==> config.mk <==
export PLATFORM = sky130hd
export DESIGN_NAME = pipe_register_chain
export DESIGN_NICKNAME = d
export VERILOG_FILES = /design/src/rtl/reg_pkg.sv /design/src/rtl/pipe_stage.sv /design/src/rtl/pipe_register_chain.sv
export SDC_FILE = /design/constraint.sdc
export NUM_CORES = 1
export LEC_CHECK = 0
export CORE_UTILIZATION = 30
export CTS_CLUSTER_SIZE = 16
export DETAILED_ROUTE_END_ITERATION = 8
export HOLD_SLACK_MARGIN = 0.1
export PLACE_DENSITY = 0.64
export SYNTH_ARGS = -nofsm -noshare
export SYNTH_HDL_FRONTEND = slang
export SYNTH_SLANG_ARGS = --single-unit
==> constraint.sdc <==
create_clock -name clk -period 2.25 [get_ports clk]
set_clock_uncertainty 0.15 [all_clocks]
set_input_delay 0.5625 -clock clk [delete_from_list [all_inputs] [get_ports clk]]
set_output_delay 0.5625 -clock clk [all_outputs]
set_load 0.01 [all_outputs]
==> src/rtl/reg_pkg.sv <==
// Shared definitions for the register pipeline blocks: default data width
// and the occupancy-counter width helper.
package reg_pkg;

    localparam int REG_WIDTH_DEF = 8;

    // Bits needed to hold a value in 0..depth inclusive.
    function automatic int cnt_width(input int depth);
        return $clog2(depth + 1);
    endfunction

endpackage

==> src/rtl/pipe_stage.sv <==
// One valid/data register pair of the pipeline. The valid bit follows the
// upstream valid whenever the stage is allowed to advance; the data word is
// only captured when the incoming beat is valid, so an empty stage keeps its
// stale word and undriven producer data never enters the register.
module pipe_stage #(
    parameter int WIDTH = 8
) (
    input  logic             clk,
    input  logic             rst,
    input  logic             clr,
    input  logic             load,
    input  logic             in_valid,
    input  logic [WIDTH-1:0] in_data,
    output logic             valid,
    output logic [WIDTH-1:0] data
);

    // Valid bit: reset and flush both empty the stage; otherwise follow upstream on load.
    always_ff @(posedge clk) begin
        if (rst) begin
            valid <= 1'b0;
        end else if (clr) begin
            valid <= 1'b0;
        end else if (load) begin
            valid <= in_valid;
        end
    end

    // Data word: cleared only by reset; flush leaves it untouched.
    always_ff @(posedge clk) begin
        if (rst) begin
            data <= '0;
        end else if (!clr && load && in_valid) begin
            data <= in_data;
        end
    end

endmodule

==> src/rtl/pipe_register_chain.sv <==
// DEPTH-stage WIDTH-bit register pipeline with valid/ready flow control.
// Ready ripples combinationally from the output back to the input so that
// empty stages (bubbles) are filled as soon as anything upstream can move.
module pipe_register_chain
    import reg_pkg::*;
#(
    parameter  int WIDTH = REG_WIDTH_DEF,
    parameter  int DEPTH = 2,
    localparam int CNT_W = cnt_width(DEPTH)
) (
    input  logic             clk,
    input  logic             rst,
    input  logic             flush,
    input  logic             in_valid,
    input  logic [WIDTH-1:0] in_data,
    output logic             in_ready,
    output logic             out_valid,
    output logic [WIDTH-1:0] out_data,
    input  logic             out_ready,
    output logic [CNT_W-1:0] count
);

    logic [DEPTH-1:0] v;
    logic [WIDTH-1:0] d [DEPTH];
    logic [DEPTH-1:0] stage_vin;
    logic [WIDTH-1:0] stage_din [DEPTH];
    logic [DEPTH:0]   rdy;
    logic             push;
    logic             pop;

    // Ready chain: a stage may advance if it is empty or the stage after it can advance.
    always_comb begin
        rdy        = '0;
        rdy[DEPTH] = out_ready;
        for (int i = DEPTH - 1; i >= 0; i--) begin
            rdy[i] = !v[i] || rdy[i+1];
        end
    end

    assign in_ready  = rdy[0] && !flush;
    assign out_valid = v[DEPTH-1];
    assign out_data  = d[DEPTH-1];
    assign push      = in_valid && in_ready;
    assign pop       = out_valid && out_ready;

    for (genvar i = 0; i < DEPTH; i++) begin : g_stage
        if (i == 0) begin : g_head
            assign stage_vin[i] = in_valid;
            assign stage_din[i] = in_data;
        end else begin : g_body
            assign stage_vin[i] = v[i-1];
            assign stage_din[i] = d[i-1];
        end

        pipe_stage #(
            .WIDTH (WIDTH)
        ) u_stage (
            .clk      (clk),
            .rst      (rst),
            .clr      (flush),
            .load     (rdy[i]),
            .in_valid (stage_vin[i]),
            .in_data  (stage_din[i]),
            .valid    (v[i]),
            .data     (d[i])
        );
    end

    // Occupancy: tracks push/pop so it always equals the number of valid stages.
    always_ff @(posedge clk) begin
        if (rst) begin
            count <= '0;
        end else if (flush) begin
            count <= '0;
        end else begin
            count <= count + CNT_W'(push) - CNT_W'(pop);
        end
    end

endmodule

==> results of run 1 <==
## per-stage QoR
stage | std cells | worst slack (ns) | setup TNS, ns | power, mW | util
2_1_floorplan | 103 | 0.178 | 0 | 0.419 | -
3_3_place_gp | 162 | -0.261 | -0.622 | 0.453 | 0.388
3_5_place_dp | 162 | -0.282 | -0.677 | 0.455 | 0.388
4_1_cts | 166 | 0.0243 | 0 | 0.746 | 0.406
5_1_grt | 166 | 0.00132 | 0 | 0.772 | 0.405
6_report | 166 | 0.110 | 0 | 0.736 | 0.405
## final cells by class
class / count / area (um^2) / area share
clock buffer: 3 / 22.5 / 0.0184
inverter: 2 / 7.51 / 0.00612
multi-input combinational: 66 / 428 / 0.349
sequential: 20 / 400 / 0.327
clock inverter: 1 / 30.0 / 0.0245
tap: 44 / 55.1 / 0.0449
timing repair buffer: 30 / 283 / 0.231
## worst reg2reg max path: stages (launching register included)
cell,delay (ns)
dfxtp_1,0.35
nor2b_2,0.17
a21oi_2,0.14
inv_1,0.06
ha_1,0.27
inv_1,0.04
ha_1,0.17
xor2_1,0.15
xnor2_1,0.13
nor3_1,0.13
## sequential cells by signal, indices dropped and copies added (netlist names)
register               cells
g_stage.u_stage.data      16
count                      2
g_stage.u_stage.valid      2
## how the worst max path moves through the flow
| stage | startpoint | to | slack [ns] | cells after the start |
|---|---|---|---|---|
| floorplan | flush | count[1] | 0.18 | 10 |
| global placement | flush | count[1] | -0.26 | 10 |
| detailed placement | flush | count[1] | -0.28 | 10 |
| CTS | out_ready | in_ready | 0.02 | 4 |
| global route | out_ready | count[1] | 0.001 | 10 |
| finish | out_ready | count[1] | 0.11 | 10 |
## cells in the mapped netlist
cell       n  share of area
nor3b_1    1         0.0079
xor2_1     1         0.0092
ha_1       2          0.026
and2_1     1         0.0066
mux2i_1    8          0.084
nand3_1    8          0.042
a21oi_2    1         0.0092
nor3_1     3          0.016
nor2b_2    1         0.0092
nor2b_1    1         0.0066
inv_1      2         0.0079
buf_4     11          0.087
a21oi_1   10          0.053
nand2b_1  19           0.12
buf_2      2          0.011
xnor2_1    1         0.0092
o21ai_0    8          0.042
dfxtp_1   20           0.42
nor2_1     1         0.0039
buf_6      2          0.024
## timing repair
item                       4_1_cts  5_1_grt
cloned                           0        0
pin swaps                        0        2
hold buffers                     0        0
setup endpoints to repair        1        2
gates resized for setup          2        2
hold endpoints to repair         0        0
## routing by layer
metal,vias to the layer above,GRT usage
li1,372,-
met1,320,0.160
met2,15,0.186
met3,2,0.0198
met4,0,0.0612
met5,-,0
## cells by family (layout without fill, tap and decap cells)
| family | Yosys count | count (layout) |
|---|---|---|
| muxes | 8 | 8 |
| DFF | 20 | 20 |
| adders and majority gates | 2 | 2 |
| AOI/OAI and AO/OA | 19 | 19 |
| buffers and inverters | 17 | 36 |
| xor gates and xnor gates | 2 | 2 |
| and+or+nand+nor | 35 | 35 |
## power groups by stage
stage | combinational [mW] | sequential (mW) | clock, mW
6_report | 0.0743 | 0.371 | 0.291
2_1_floorplan | 0.0418 | 0.378 | 0
5_1_grt | 0.0825 | 0.373 | 0.316
3_3_place_gp | 0.0740 | 0.379 | 0
4_1_cts | 0.0762 | 0.371 | 0.298
3_5_place_dp | 0.0763 | 0.379 | 0
==> impl_metrics.toml, run 1 <==
[run_status]
outcome = "finished, final reports clean"

[clocking]
clock-sinks = 20
cts.path.max_buffers = 2
htreeDepth = 1
postCtsSetupRepairBufs = 0
insertion_delay_ns = 0.30
root_buffer = "clkbuf_4"
cts_tree = "done"
clk_pin_slew_ns = 0.12
numCtsBuffers = 3

[drt]
wl_met2_um = 802
first_pass_iters = 4
antenna_left = 0
wire_per_inst_um = 10.6
maxUsedRoutingLayer = "met4"
via_per_inst = 4.27
route.met3.wl_um = 44
drtIter0Drc = 15
drc_errors = 0
wirelength_mm = 1.75
wl_met1_um = 880
vias = 709

[timing]
setup_violations = 0
fin_crit_sh = 0.951
drv_slew = 0
fmax_mhz = 467
rsz0062_at_grt = "false"
min_period_ns = 2.14
finalHoldViolations = 0
relSlewSlack = 0.827
tightest_slew_ns = 0.260
hold_slack_ns = 0.336

[place]
place_hpwl_mm = 1.34
dpl_cell_area_mm2 = 0.00118
port_buffers = 24
routabilityCongestion = 0.779

[power_and_ir_drop]
sequentialPowerShare = 0.504
swShare = 0.199
leakage_nw = 0.455
switchingPower_mw = 0.147
p_comb_frac = 0.101
p_int_mw = 0.589
irDropWorstVdd_v = 0.000228
clockPowerShare = 0.395
power.density_mw_per_mm2 = 600

[synthesis]
synth_area_um2 = 951
synthXorXnorAreaFrac = 0.0184
yosys.area_share.simple = 0.217
mappedNetlistNets = 118
synth_cells = 103
ys_ff_latch = 20
synth_compound_area_frac = 0.104
seq_area_frac_synth = 0.421
ys_types = 20
synth_top_family_by_area = "simple AND/OR/NAND/NOR gates"
synth_warnings = 0
muxShareOfSynthArea = 0.0842
synth_fa_ha_area_frac = 0.0263
syn_avg_cell_area_um2 = 9.23

[critical_path]
crit_path_max_fanout = 3
worstSetupPathType = "in -> reg"
end_kind = "flip-flop"
crit_family = "buffers and inverters"
r2r-start = "g_stage[1].u_stage.valid"
worst_setup_path_start_kind = "input pin"
cp_num_buf_inv = 3
ff2ff_setup_slack_ns = 0.43
path_cells = "clkdlybuf4s50_1, nor2b_2, a21oi_2, inv_1, ha_1, inv_1, ha_1, xor2_1, xnor2_1, nor3_1"
slowest_stage = "clkdlybuf4s50_1"
reg2reg_depth = 9
rr_endpoint = "count[1]"
cpPeakStageDelay_ns = 0.50
cp_data_required_time_ns = 2.32
crit_arrival_ns = 2.21

[floorplanning]
coreArea_mm2 = 0.00303
die_w_um = 58.3
ios = 25
num_rows = 20
floorplan.die_area_mm2 = 0.00340
start_util = 0.314
die_y_um = 58.3

[finish]
final_common_cell = "clkdlybuf4s50_1"
drive_above_1_share = 0.107
antenna_cells = 0
fill_cells = 314
syn_to_final_growth_pct = 28.9
final_area_mm2 = 0.00123
nets = 138
final_cell_mix = "22 x clkdlybuf4s50_1, 20 x dfxtp_1, 19 x nand2b_1, 10 x a21oi_1"

[grt]
grt_max_degree = 29
antenna_found_initial = 0
grt_pass1_wl_mm = 3.09
grt_remaining_overflow = 0
grtUsageTotal = 0.120
grt_pass1_vias = 680

[worst_hold_path]
hp-start = "g_stage[1].u_stage.data[5]"
min_delay_worst_endpoint = "g_stage[1].u_stage.data[5]"
hold_path_class = "reg -> reg"
hold_path_depth = 2

[job]
cap_violations = 0
Note: power is estimated with default switching activity, not from simulation.
==> inputs of run 2 (changes only) <==
- CTS_CLUSTER_DIAMETER: not set -> 60
==> results of run 2 <==
Same layout as run 1: the final DEF is identical, and so are final timing and power.
==> inputs of run 3 (changes only) <==
- GPL_TIMING_DRIVEN: not set -> 0
==> run 3 against run 2 <==
Net effect:
- via count grew 6.2%
- highest routed layer unchanged
- final area up 5.2%
- non-clock buffer count rose by 9
- utilization is 2.1 points higher
- register-to-register slack got worse by 0.09 ns
- sequential power barely moved
- clock power about the same
- largest cell class unchanged
- critical path depth fell by 5
- count of clock-buffer cells in the layout stayed put
- worst hold slack better by 0.0022 ns
- combinational power shrank 1%
==> impl_metrics.toml, run 3 (synthesis gave the netlist of run 1 again) <==
[power_and_ir_drop]
irDropWorstVdd_v = 0.000250
leakage_nw = 0.503
swShare = 0.203
sequentialPowerShare = 0.503
p_int_mw = 0.588
clockPowerShare = 0.397
power.density_mw_per_mm2 = 572
p_comb_frac = 0.100
finalPower_mw = 0.738
switchingPower_mw = 0.150

[clocking]
insertion_delay_ns = 0.30
clk_pin_slew_ns = 0.11
cts.path.max_buffers = 2
cts_tree = "done"
clock-sinks = 20
root_buffer = "clkbuf_4"
htreeDepth = 1
holdBufCountCts = 0
numCtsBuffers = 3

[finish]
final_common_cell = "dfxtp_1"
register_area_um2 = 400
reg_top3 = "g_stage.u_stage.data: 16 flops, count: 2 flops, g_stage.u_stage.valid: 2 flops"
drive_above_1_share = 0.191
final_cell_mix = "20 x dfxtp_1, 19 x nand2b_1, 19 x clkdlybuf4s50_1, 12 x buf_4, 10 x a21oi_1"
syn_to_final_growth_pct = 35.7
multi_input_area_um2 = 430
antenna_cells = 0
fill_cells = 302
final_area_mm2 = 0.00129
nets = 147
top_register = "g_stage.u_stage.data"
layout.cells.non_filler = 175
largest_reg_flops = 16

[run_status]
outcome = "finished, final reports clean"

[timing]
finalHoldViolations = 0
fmax_mhz = 493
drv_slew = 0
relSlewSlack = 0.854
fin_crit_sh = 0.902
setup_tns_ns = 0
hold_slack_ns = 0.338
rsz0062_at_grt = "false"
min_period_ns = 2.03
tightest_slew_ns = 0.219
setup_violations = 0

[critical_path]
slowest_stage = "dlygate4sd2_1"
cp_data_required_time_ns = 1.54
crit_path_start = "out_ready"
crit_arrival_ns = 1.32
worst_setup_path_start_kind = "input pin"
path_cells = "dlygate4sd2_1, nor2b_2, buf_6, a21oi_1, buf_2"
rr_endpoint = "count[1]"
crit_path_max_fanout = 3
reg2reg_depth = 9
end_kind = "primary output"
cpPeakStageDelay_ns = 0.26
setup.worst_path.end = "in_ready"
r2r-start = "g_stage[1].u_stage.valid"
worstSetupPathType = "in -> out"
ff2ff_setup_slack_ns = 0.34

[drt]
drc_errors = 0
first_pass_iters = 4
vias = 753
via_per_inst = 4.30
wirelength_mm = 1.82
wire_per_inst_um = 10.4
antenna_left = 0
drtIter0Drc = 8

[floorplanning]
die_w_um = 58.3
die_y_um = 58.3
ios = 25
floorplan.die_area_mm2 = 0.00340
num_rows = 20
start_util = 0.314
coreArea_mm2 = 0.00303

[place]
port_buffers = 23
routabilityCongestion = 0.735
dp.cells = 170
dpl_cell_area_mm2 = 0.00124
place_hpwl_mm = 1.39

[grt]
antenna_found_initial = 0
grt_pass1_wl_mm = 3.11
grt_max_degree = 13
grt_pass1_vias = 715
grt_remaining_overflow = 0
grtUsageTotal = 0.121

[job]
cap_violations = 0

[worst_hold_path]
hold_path_class = "reg -> reg"
run 3: per-stage QoR:
stage	setup WS, ns	utilization
after detailed placement	-0.573	0.408
after global placement	-0.524	0.408
final	0.220	0.426
after CTS	0.0436	0.429
after global routing	0.127	0.426
after floorplan	0.178	-
run 3: area by class of cell:
| type | count | area share |
|---|---|---|
| Clock buffer | 3 | 0.0175 |
| Buffer | 14 | 0.0834 |
| Sequential cell | 20 | 0.310 |
| Multi-Input combinational cell | 66 | 0.334 |
| Clock inverter | 1 | 0.0233 |
| Inverter | 2 | 0.00582 |
| Timing Repair Buffer | 25 | 0.183 |
| Tap cell | 44 | 0.0427 |
run 3: worst min-delay path by stage:
| stage | from | end | slack, ns | cells past startpoint |
|---|---|---|---|---|
| after floorplan | g_stage[0].u_stage.data[0] | g_stage[1].u_stage.data[0] | 0.29 | 2 |
| after global placement | g_stage[0].u_stage.data[0] | g_stage[0].u_stage.data[0] | 0.31 | 2 |
| after detailed placement | g_stage[0].u_stage.data[3] | g_stage[0].u_stage.data[3] | 0.32 | 2 |
| after CTS | g_stage[0].u_stage.data[3] | g_stage[0].u_stage.data[3] | 0.34 | 2 |
| after global routing | g_stage[0].u_stage.data[3] | g_stage[1].u_stage.data[3] | 0.36 | 2 |
| final | g_stage[0].u_stage.data[2] | g_stage[0].u_stage.data[2] | 0.34 | 2 |
run 3: worst max-delay path: cells and delay by family:
| kind | cells | cell delay (ns) |
|---|---|---|
| buffers and inverters | 3 | 0.52 |
| and+or+nand+nor | 1 | 0.18 |
| AOI/OAI and AO/OA | 1 | 0.05 |
run 3: layer usage:
metal | up-vias | share of wire | global-route usage
met5 | - | 0 | 0
met4 | 0 | 0.024 | 0.0816
met3 | 4 | 0.024 | 0.00659
met2 | 17 | 0.45 | 0.199
met1 | 340 | 0.50 | 0.152
li1 | 392 | - | -
run 3: timing repair:
item	4_1_cts	5_1_grt
resized for setup	7	4
buffers inserted	2	0
endpoints found under the setup margin	3	1
pin swaps	1	2
run 3: power by group through the flow:
stage | logic [mW] | clock network [mW] | registers, mW
2_1_floorplan | 0.0418 | 0 | 0.378
3_3_place_gp | 0.0752 | 0 | 0.379
3_5_place_dp | 0.0770 | 0 | 0.379
4_1_cts | 0.0767 | 0.303 | 0.371
5_1_grt | 0.0812 | 0.320 | 0.373
6_report | 0.0734 | 0.293 | 0.371
